File: src/rtl/mux4_rr_sched.sv
// rtl/mux4_rr_sched.sv - round-robin burst scheduler for a registered 4:1 bit-serial mux
// A burst ends after BURST enabled bits, or early if the granted source drops its request.
module mux4_rr_sched #(
  parameter int BURST = 16,
  parameter int CW    = 4
) (
  input  logic       clk_i,
  input  logic       rst_i,
  input  logic       ce_i,
  input  logic [3:0] req_i,
  input  logic [3:0] d_i,
  output logic [3:0] gnt_o,
  output logic [1:0] sel_o,
  output logic       q_o,
  output logic       vld_o,
  output logic [3:0] done_o
);

  typedef enum logic {IDLE, BUSY} state_t;

  state_t          state_q;
  logic [1:0]      ptr_q;
  logic [CW-1:0]   cnt_q;
  logic [3:0]      gnt_q;
  logic [1:0]      sel_q;
  logic            q_q;
  logic            vld_q;
  logic [3:0]      done_q;

  logic [1:0]      win;
  logic            win_vld;
  logic [1:0]      idx;

  // First requester found scanning upward from the priority pointer.
  always_comb begin
    win     = ptr_q;
    win_vld = 1'b0;
    idx     = ptr_q;
    for (int i = 0; i < 4; i++) begin
      idx = ptr_q + 2'(i);
      if (!win_vld && req_i[idx]) begin
        win     = idx;
        win_vld = 1'b1;
      end
    end
  end

  always_ff @(posedge clk_i or posedge rst_i) begin
    if (rst_i) begin
      state_q <= IDLE;
      ptr_q   <= 2'd0;
      cnt_q   <= '0;
      gnt_q   <= 4'd0;
      sel_q   <= 2'd0;
      q_q     <= 1'b0;
      vld_q   <= 1'b0;
      done_q  <= 4'd0;
    end else begin
      vld_q  <= 1'b0;
      done_q <= 4'd0;
      if (ce_i) begin
        case (state_q)
          IDLE: begin
            if (win_vld) begin
              state_q <= BUSY;
              gnt_q   <= 4'b0001 << win;
              sel_q   <= win;
              cnt_q   <= CW'(BURST - 1);
            end
          end
          BUSY: begin
            if (req_i[sel_q]) begin
              q_q   <= d_i[sel_q];
              vld_q <= 1'b1;
              if (cnt_q != '0) begin
                cnt_q <= cnt_q - 1'b1;
              end else begin
                state_q <= IDLE;
                gnt_q   <= 4'd0;
                done_q  <= 4'b0001 << sel_q;
                ptr_q   <= sel_q + 2'd1;
              end
            end else begin
              // Granted source withdrew: abort without DONE, still rotate priority.
              state_q <= IDLE;
              gnt_q   <= 4'd0;
              ptr_q   <= sel_q + 2'd1;
            end
          end
          default: state_q <= IDLE;
        endcase
      end
    end
  end

  assign gnt_o  = gnt_q;
  assign sel_o  = sel_q;
  assign q_o    = q_q;
  assign vld_o  = vld_q;
  assign done_o = done_q;

endmodule

File: config.mk
export PLATFORM = sky130hd
export DESIGN_NAME = mux4_rr_sched
export DESIGN_NICKNAME = d
export VERILOG_FILES = /design/src/rtl/mux4_rr_sched.sv
export SDC_FILE = /design/constraint.sdc
export NUM_CORES = 1
export LEC_CHECK = 0
export ABC_AREA = 1
export CAP_MARGIN = 40
export CORE_MARGIN = 2
export CORE_UTILIZATION = 30
export CTS_BUF_LIST = sky130_fd_sc_hd__clkbuf_16
export CTS_CLUSTER_DIAMETER = 50
export CTS_CLUSTER_SIZE = 8
export DETAILED_ROUTE_END_ITERATION = 16
export GPL_TIMING_DRIVEN = 0
export PLACE_DENSITY = 0.52
export RECOVER_POWER = 50
export SLEW_MARGIN = 20
export SYNTH_ARGS = -nofsm -noshare
export SYNTH_HDL_FRONTEND = slang
export SYNTH_SLANG_ARGS = --single-unit
export TNS_END_PERCENT = 1
File: constraint.sdc
create_clock -name clk_i -period 2.2 [get_ports clk_i]
set_clock_uncertainty 0.05 [all_clocks]
set_input_delay 0.44 -clock clk_i [delete_from_list [all_inputs] [get_ports clk_i]]
set_output_delay 0.44 -clock clk_i [all_outputs]
set_load 0.005 [all_outputs]
==> results of run 1 <==
-- worst max-delay path, cell delays in order, from the launching register on --
cell     delay, ns
dfrtp_1       0.37
buf_6         0.14
inv_2         0.15
nand2_1       0.07
nand2_1       0.18
nand2_1       0.07
nand2_1       0.15
inv_1         0.07
nand3_2       0.11
nand3_2       0.16
o21ai_0       0.18
nand2_1       0.06
-- where the power goes --
part	total [mW]	leakage, nW	internal [mW]	switching, mW
logic	1.36	0.641	0.506	0.851
clock network	0.366	0.0423	0.242	0.124
registers	0.578	0.237	0.466	0.112
-- cell usage after synthesis --
cell type / n / area, um^2
nand2_1: 86 / 323
dfrtp_1: 19 / 475
inv_1: 19 / 71.3
nand3_1: 17 / 85.1
nor2_1: 13 / 48.8
o21ai_0: 10 / 50.1
nand2_2: 7 / 43.8
ha_1: 5 / 62.6
inv_2: 3 / 11.3
a21oi_1: 2 / 10.0
buf_6: 2 / 22.5
nand2_4: 2 / 22.5
nand3_2: 2 / 20.0
nand4_1: 2 / 12.5
nor2_4: 2 / 22.5
nor3_1: 2 / 10.0
buf_4: 1 / 7.51
nand4_2: 1 / 12.5
o21bai_1: 1 / 7.51
o22ai_1: 1 / 6.26
xor2_1: 1 / 8.76
-- sequential cells by signal, summed over array words and instances (netlist names) --
signal   cells
cnt_q        4
done_o       4
gnt_o        4
ptr_q        2
sel_o        2
q_o          1
state_q      1
vld_o        1
-- routing by layer --
| metal | track usage, % | wire [um] | vias up | part of all wire, % |
|---|---|---|---|---|
| met4 | 3.77 | 42 | 0 | 1.4 |
| li1 | - | - | 666 | - |
| met3 | 1.99 | 103 | 5 | 3.5 |
| met1 | 16.6 | 1390 | 574 | 47 |
| met5 | 0 | 0 | - | 0 |
| met2 | 21.2 | 1400 | 20 | 48 |
-- path summary, 6_finish.rpt --
kind	startpoint	to	slack [ns]	cells past startpoint
min in group asynchronous	rst_i	q_o	0.70	2
max in group asynchronous	rst_i	sel_o[0]	0.95	2
max	ptr_q[1]	cnt_q[2]	0.31	11
max reg2reg	ptr_q[1]	cnt_q[2]	0.31	11
min	q_o	q_o	0.43	2
min reg2reg	q_o	q_o	0.43	2
-- cell families (layout without fill, tap and decap cells) --
logic type                 after synthesis  count (layout)
AOI/OAI and AO/OA                       14              14
xor gates and xnor gates                 1               1
adders and majority gates                5               5
buffers and inverters                   25              51
DFF                                     19              19
and+or+nand+nor                        134             134
-- layout make-up --
cell class | count | area (um^2)
flip-flops and latches | 19 | 475
fillers | 473 | 2630
clock inverters | 1 | 3.75
clock buffers | 3 | 75.1
multi-input cells | 154 | 746
plain buffers | 3 | 30.0
well taps | 52 | 65.1
repair buffers | 22 | 220
inverters | 22 | 82.6
-- through the flow --
stage          cell area [um^2]  worst slack, ns  hold slack, ns  power (mW)  utilization (%)
6_report                   1700            0.309           0.429        2.30             39.3
5_1_grt                    1700           0.0910           0.461        2.54             39.3
4_1_cts                    1700            0.303           0.431        2.32             39.3
3_5_place_dp               1620           0.0493           0.419        1.95             37.4
3_3_place_gp               1620           0.0819           0.419        1.95             37.4
2_1_floorplan              1330            0.609           0.341        1.57                -
==> impl_metrics.yaml, run 1 <==
place:
  portBuffers: 22
  dp_hpwl_um: 2190
  dpl.cell_count: 272
  routabilityCongestion: 0.830
grt:
  grt_overflow: 0
  grt_pass1_wl_um: 5080
  antenna_found_initial: 0
  grt_use_total_pct: 12.5
  grt_pass1_vias: 1131
  grt_max_degree: 20
detailed_routing:
  drt_iter0_drc: 32
  routed_wl_um: 2930
  drt_pass1_iterations: 4
  drc_errors: 0
  wl_per_cell_um: 10.6
  vias: 1265
  drtAntennaViolNets: 0
  avgViaCountPerCell: 4.58
power_and_ir_drop:
  p_leak_nw: 0.920
  peakVddDrop_v: 0.000456
  power.density_mw_per_mm2: 1350
die:
  dieArea_mm2: 0.00499
  initial_utilization_pct: 30.8
  io_pins: 23
  rows: 24
  core_mm2: 0.00432
  die_h_um: 70.7
  die_w_um: 70.7
setup_path:
  crit_required_ns: 2.29
  crit_type: "reg2reg"
  crit_fanout: 9
  critPathCaptureType: "register"
  arrival_ns: 1.98
  start_kind: "register"
run_status:
  status: "finished clean"
finish:
  diodes: 0
  nets: 241
  stdcell_count: 276
  syn_to_final_growth_pct: 27.3
  final_common_cell: "nand2_1"
  layout_common_cells: "nand2_1 (86), inv_1 (20), dfrtp_1 (19), nand3_1 (17), clkdlybuf4s50_1 (15)"
  drive_gt1_share_pct: 10.3
cts:
  clkSinkCount: 19
  root_buffer: "clkbuf_16"
  cts_buffer_depth: 2
  clk_pin_slew_ns: 0.05
  cts_buffers: 3
  holdBufCountCts: 0
  clk_latency_ns: 0.25
  postCtsSetupRepairBufs: 0
  cts_tree: "yes"
  cts-htree-levels: 1
  cts_resized: 0
timing:
  finalHoldViolCount: 0
  period_share_pct: 86.0
  grt_setup_unrepaired: "no"
  period_minus_slack_ns: 1.89
  report.final.slew_viol_count: 0
  max_freq_mhz: 529
  timing.slew.headroom_pct: 52.5
  worst_slew_pin_slew_ns: 0.712
  setup_viol: 0
  tns_ns: 0
logic_synthesis:
  synth_top_family_by_area: "simple AND/OR/NAND/NOR gates"
  yosysUniqueCellTypes: 21
  yosysWarnings: 0
  yosys.area_share.simple_pct: 45.0
  seq_area_frac_synth_pct: 35.6
  syn_area_per_cell_um2: 6.74
  synth_fa_ha_area_share_pct: 4.69
  yosys_register_bits: 19
  synthMuxAreaShare_pct: 0
  syn-num-nets: 214
  synthXorXnorAreaFrac_pct: 0.657
  synth_compound_area_share_pct: 5.53
  syn-cell-area_mm2: 0.00133
  synth_cells: 198
job:
  max-cap-violations: 0
worst_hold_path:
  hp-class: "reg2reg"
Power figures use the tool's default switching activity.
==> inputs of run 2 (changes only) <==
==> constraint.sdc (replaced) <==
create_clock -name clk_i -period 2.2 [get_ports clk_i]
set_clock_uncertainty 0.05 [all_clocks]
set_input_delay 0.22 -clock clk_i [delete_from_list [all_inputs] [get_ports clk_i]]
set_output_delay 0.22 -clock clk_i [all_outputs]
set_load 0.005 [all_outputs]
==> results of run 2 <==
Same layout as run 1 (identical final DEF). Status: finished clean.
Main changes from that run: setup slack after placement 0.0493 ns -> 0.269 ns
